===== config.mk =====
export PLATFORM = sky130hd
export DESIGN_NAME = cond_status_unit
export DESIGN_NICKNAME = d
export VERILOG_FILES = /design/src/rtl/cond_pkg.sv /design/src/rtl/cond_eval.sv /design/src/rtl/cond_status_unit.sv
export SDC_FILE = /design/constraint.sdc
export NUM_CORES = 1
export LEC_CHECK = 0
export CORE_MARGIN = 3
export CORE_UTILIZATION = 27
export CTS_CLUSTER_DIAMETER = 30
export DETAILED_ROUTE_END_ITERATION = 10
export PLACE_DENSITY = 0.59
export SLEW_MARGIN = 20
export SYNTH_ARGS = -nofsm -noshare
export SYNTH_HDL_FRONTEND = slang
export SYNTH_HIERARCHICAL = 1
export SYNTH_SLANG_ARGS = --single-unit
export TNS_END_PERCENT = 50

===== constraint.sdc =====
create_clock -name clk -period 2.3 [get_ports clk]
set_input_delay 0.345 -clock clk [delete_from_list [all_inputs] [get_ports clk]]
set_output_delay 0.345 -clock clk [all_outputs]
set_load 0.02 [all_outputs]

===== src/rtl/cond_pkg.sv =====
// Shared definitions for the condition/status unit: condition codes, flag bit
// positions inside {N,Z,C,V}, and the hazard FSM state encoding.
package cond_pkg;

    localparam logic [3:0] EQ = 4'd0;
    localparam logic [3:0] NE = 4'd1;
    localparam logic [3:0] CS = 4'd2;
    localparam logic [3:0] CC = 4'd3;
    localparam logic [3:0] MI = 4'd4;
    localparam logic [3:0] PL = 4'd5;
    localparam logic [3:0] VS = 4'd6;
    localparam logic [3:0] VC = 4'd7;
    localparam logic [3:0] HI = 4'd8;
    localparam logic [3:0] LS = 4'd9;
    localparam logic [3:0] GE = 4'd10;
    localparam logic [3:0] LT = 4'd11;
    localparam logic [3:0] GT = 4'd12;
    localparam logic [3:0] LE = 4'd13;
    localparam logic [3:0] AL = 4'd14;
    localparam logic [3:0] NV = 4'd15;

    localparam int FLAG_N = 3;
    localparam int FLAG_Z = 2;
    localparam int FLAG_C = 1;
    localparam int FLAG_V = 0;

    typedef enum logic {
        ST_IDLE = 1'b0,
        ST_HOLD = 1'b1
    } state_t;

endpackage


===== src/rtl/cond_eval.sv =====
// Purely combinational condition evaluator: decides whether a 4-bit condition
// holds for a given {N,Z,C,V} flag set. Shared with the branch unit.
module cond_eval
    import cond_pkg::*;
(
    input  logic [3:0] cond,
    input  logic [3:0] flags,
    output logic       pass
);

    logic n, z, c, v;

    assign n = flags[FLAG_N];
    assign z = flags[FLAG_Z];
    assign c = flags[FLAG_C];
    assign v = flags[FLAG_V];

    always_comb begin
        pass = 1'b0;
        case (cond)
            EQ: pass = z;
            NE: pass = !z;
            CS: pass = c;
            CC: pass = !c;
            MI: pass = n;
            PL: pass = !n;
            VS: pass = v;
            VC: pass = !v;
            HI: pass = c & !z;
            LS: pass = !c | z;
            GE: pass = (n == v);
            LT: pass = (n != v);
            GT: pass = !z & (n == v);
            LE: pass = z | (n != v);
            AL: pass = 1'b1;
            default: pass = 1'b0;
        endcase
    end

endmodule


===== src/rtl/cond_status_unit.sv =====
// Status register + condition evaluator behind the ALU, with flag-hazard handling.
// Define COND_FLAG_FWD_EN to forward ALU flags instead of stalling one cycle.
module cond_status_unit
    import cond_pkg::*;
#(
    parameter logic [3:0] CC_RESET = 4'b0000,
    parameter int         COND_W   = 4
) (
    input  logic              clk,
    input  logic              rst_n,
    input  logic              alu_n,
    input  logic              alu_z,
    input  logic              alu_c,
    input  logic              alu_v,
    input  logic              flag_we,
    input  logic [COND_W-1:0] cond,
    input  logic              cond_valid,
    input  logic              flush,
    output logic [3:0]        flags,
    output logic              carry_out,
    output logic              cond_true,
    output logic              stall
);

`ifdef COND_FLAG_FWD_EN
    localparam bit FWD_EN = 1'b1;
`else
    localparam bit FWD_EN = 1'b0;
`endif

    logic [3:0] flags_p1;
    logic [3:0] alu_flags;
    logic [3:0] eval_flags;
    logic       hz;
    logic       use_fwd;
    logic       pass;
    state_t     state, state_nxt;

    assign alu_flags = {alu_n, alu_z, alu_c, alu_v};
    assign hz        = cond_valid & flag_we & (cond != AL) & (cond != NV);

    // Execute -> status register boundary
    always_ff @(posedge clk or negedge rst_n) begin
        if (!rst_n) begin
            flags_p1 <= CC_RESET;
        end else if (flag_we) begin
            flags_p1 <= alu_flags;
        end
    end

    always_ff @(posedge clk or negedge rst_n) begin
        if (!rst_n) begin
            state <= ST_IDLE;
        end else begin
            state <= state_nxt;
        end
    end

    always_comb begin
        state_nxt = ST_IDLE;
        stall     = 1'b0;
        use_fwd   = 1'b0;
        case (state)
            ST_IDLE: begin
                if (FWD_EN) begin
                    use_fwd = hz;
                end else begin
                    stall = hz;
                    // A flushed hazard still stalls this cycle but never enters HOLD.
                    if (hz && !flush) begin
                        state_nxt = ST_HOLD;
                    end
                end
            end
            default: begin
                state_nxt = ST_IDLE;
            end
        endcase
    end

    assign eval_flags = use_fwd ? alu_flags : flags_p1;

    cond_eval u_cond_eval (
        .cond  (cond[3:0]),
        .flags (eval_flags),
        .pass  (pass)
    );

    assign cond_true = cond_valid & !stall & pass;
    assign flags     = flags_p1;
    assign carry_out = flags_p1[FLAG_C];

endmodule


==> impl_metrics.ini <==
[yosys]
ys_ff_latch = 5
synth-edff-count = 0
synth_top_family_by_area = simple AND/OR/NAND/NOR gates
synth_compound_area_share_pct = 21.5
syn_avg_cell_area_um2 = 9.49
synthArstFlopShare_pct = 100
syn-num-nets = 56
ys.warnings.count = 6
synthXorXnorAreaFrac_pct = 6.13
synth_fa_ha_area_share_pct = 0
synth_area_um2 = 408
ys_types = 26
synthSimpleGateAreaFrac_pct = 23.0
synth_mux_area_share_pct = 14.7
yosys_most_used_dff = dfrtp_1
synth_seq_area_share_pct = 30.7
postSynthCellCount = 43

[run_status]
status = finished, final reports clean

[place]
post-place-cells = 82
io_buffer_count = 19
place_hpwl_um = 824
place_ws_ps = -524
routabilityCongestion = 0.843
place_area_um2 = 661

[min_path]
hold_path_class = in2async

[clocking]
cts_buffer_depth = 2
postCtsSetupRepairBufs = 0
insertion_delay_ps = 240
cts_buffers = 3
cts.htree.levels = 1
clock-sinks = 5
clkTransAtPathRegs_ps = 40
cts_root_buf = clkbuf_4
cts_tree = yes
cts-hold-fix-buffers = 0

[floorplanning]
boundaryPins = 20
die_width_um = 44.9
die_h_um = 44.9
core-area_um2 = 1370
row_count = 13
start_util_pct = 29.9
die_area_um2 = 2010

[route]
wl_per_cell_um = 11.5
wirelength_um = 991
dr.first_iter.drc_count = 5
vias = 433
antenna_left = 0
dr.pass1.iters = 4
drc = 0
routed_via_density = 5.03

[final_layout]
instances_no_fill = 86
antenna_cells = 0
drive_above_1_share_pct = 26.8
fin_util_pct = 49.7
fin_area_um2 = 679
nets = 85
area_growth_pct = 66.6
final_cell_mix = 15 x clkdlybuf4s50_1, 8 x buf_4, 5 x dfrtp_1
final_common_cell = clkdlybuf4s50_1

[critical_path]
timing.rr.start = flags[3]
startpoint_type = flip-flop
required_ps = 1960
path_class = reg2out
r2r_slack_ps = 1350
r2r_end = flags[3]
rr_worst_depth = 2
cp_max_fo = 4
critPathCaptureType = output pin
arrival_ps = 1820

[global_route]
grt_pass1_wl_mm = 1.63
antenna_found_initial = 0
grt_max_degree = 11
first_global_vias = 397
grt_usage_pct = 11.3
globalRouteOverflowTotal = 0

[sta]
slew-limit-headroom_pct = 79.7
hold_viol_final = 0
worst_slew_pin_slew_ps = 305
whs_ps = 326
min_period_ps = 2160
grt_setup_unrepaired = no
finClkSkew_ps = 0
min_period_over_period_pct = 94.0
timing.final.ws_setup_ps = 138
max_freq_mhz = 462
slew_viol_final = 0
setup_viol = 0

[power]
vdd_drop_max_uv = 239
p_leak_uw = 0.000305
power_density_nw_per_um2 = 497

[job]
drv_cap = 0
## power breakdown
part	switching [uW]	internal [uW]	total, uW
Sequential	7.92	96.1	104
Clock	33.9	65.4	99.3
Combinational	56.8	77.3	134
Total	98.6	239	337
## per-stage QoR
stage | total power (uW) | TNS (ps)
final | 337 | 0
after CTS | 347 | 0
after floorplan | 173 | 0
after global routing | 362 | 0
after detailed placement | 244 | -524
after global placement | 243 | -539
## flip-flops by register name (all words and copies together), names as in the netlist
signal and flops:
flags 4, state 1
## final cells by class
type	count	area [um2]
clock buffers	4	26.3
fillers	148	687
multi-input cells	35	267
flip-flops and latches	5	125
well taps	15	18.8
repair buffers	27	243
## critical path: stages (launching register included)
cell,delay [ps]
dfrtp_1,420
xnor2_2,230
o22ai_1,120
a211o_1,290
a211o_1,260
o211a_1,110
clkbuf_2,150
## worst max-delay path by stage
stage,start,to,slack (ps),cells past startpoint
2_1_floorplan,flags[3],cond_true,420,5
3_5_place_dp,cond[2],cond_true,-520,7
5_1_grt,flags[3],cond_true,30,6
4_1_cts,flags[3],cond_true,10,6
6_report,flags[3],cond_true,140,6
3_3_place_gp,cond[2],cond_true,-540,7
## repair_timing
item                       in CTS  in global routing
setup endpoints to repair       1                  1
pin swaps                       1                  1
resized for setup               6                  1
hold endpoints to repair        0                  0
## layer usage
layer | GRT usage, % | routed length (um)
met5 | 0 | 0
met3 | 1.59 | 61
met4 | 10.5 | 16
met1 | 13.2 | 440
met2 | 17.5 | 472
## Yosys cell counts, drive strengths merged (2+ instances only)
master | instances | area share, %
a211o | 2 | 4.3
a21oi | 3 | 3.7
buf | 2 | 3.1
dfrtp | 5 | 31
mux2 | 5 | 15
nand2 | 2 | 1.8
nand2b | 2 | 3.1
nor2 | 3 | 2.8
nor3 | 3 | 3.7
o211ai | 2 | 3.7
## cells by family after synthesis
group | Yosys count
muxes | 5
buffers and inverters | 3
xor gates and xnor gates | 2
DFF | 5
and+or+nand+nor | 16
AOI/OAI and AO/OA | 12
No activity file was read; power rests on OpenSTA's default activity.
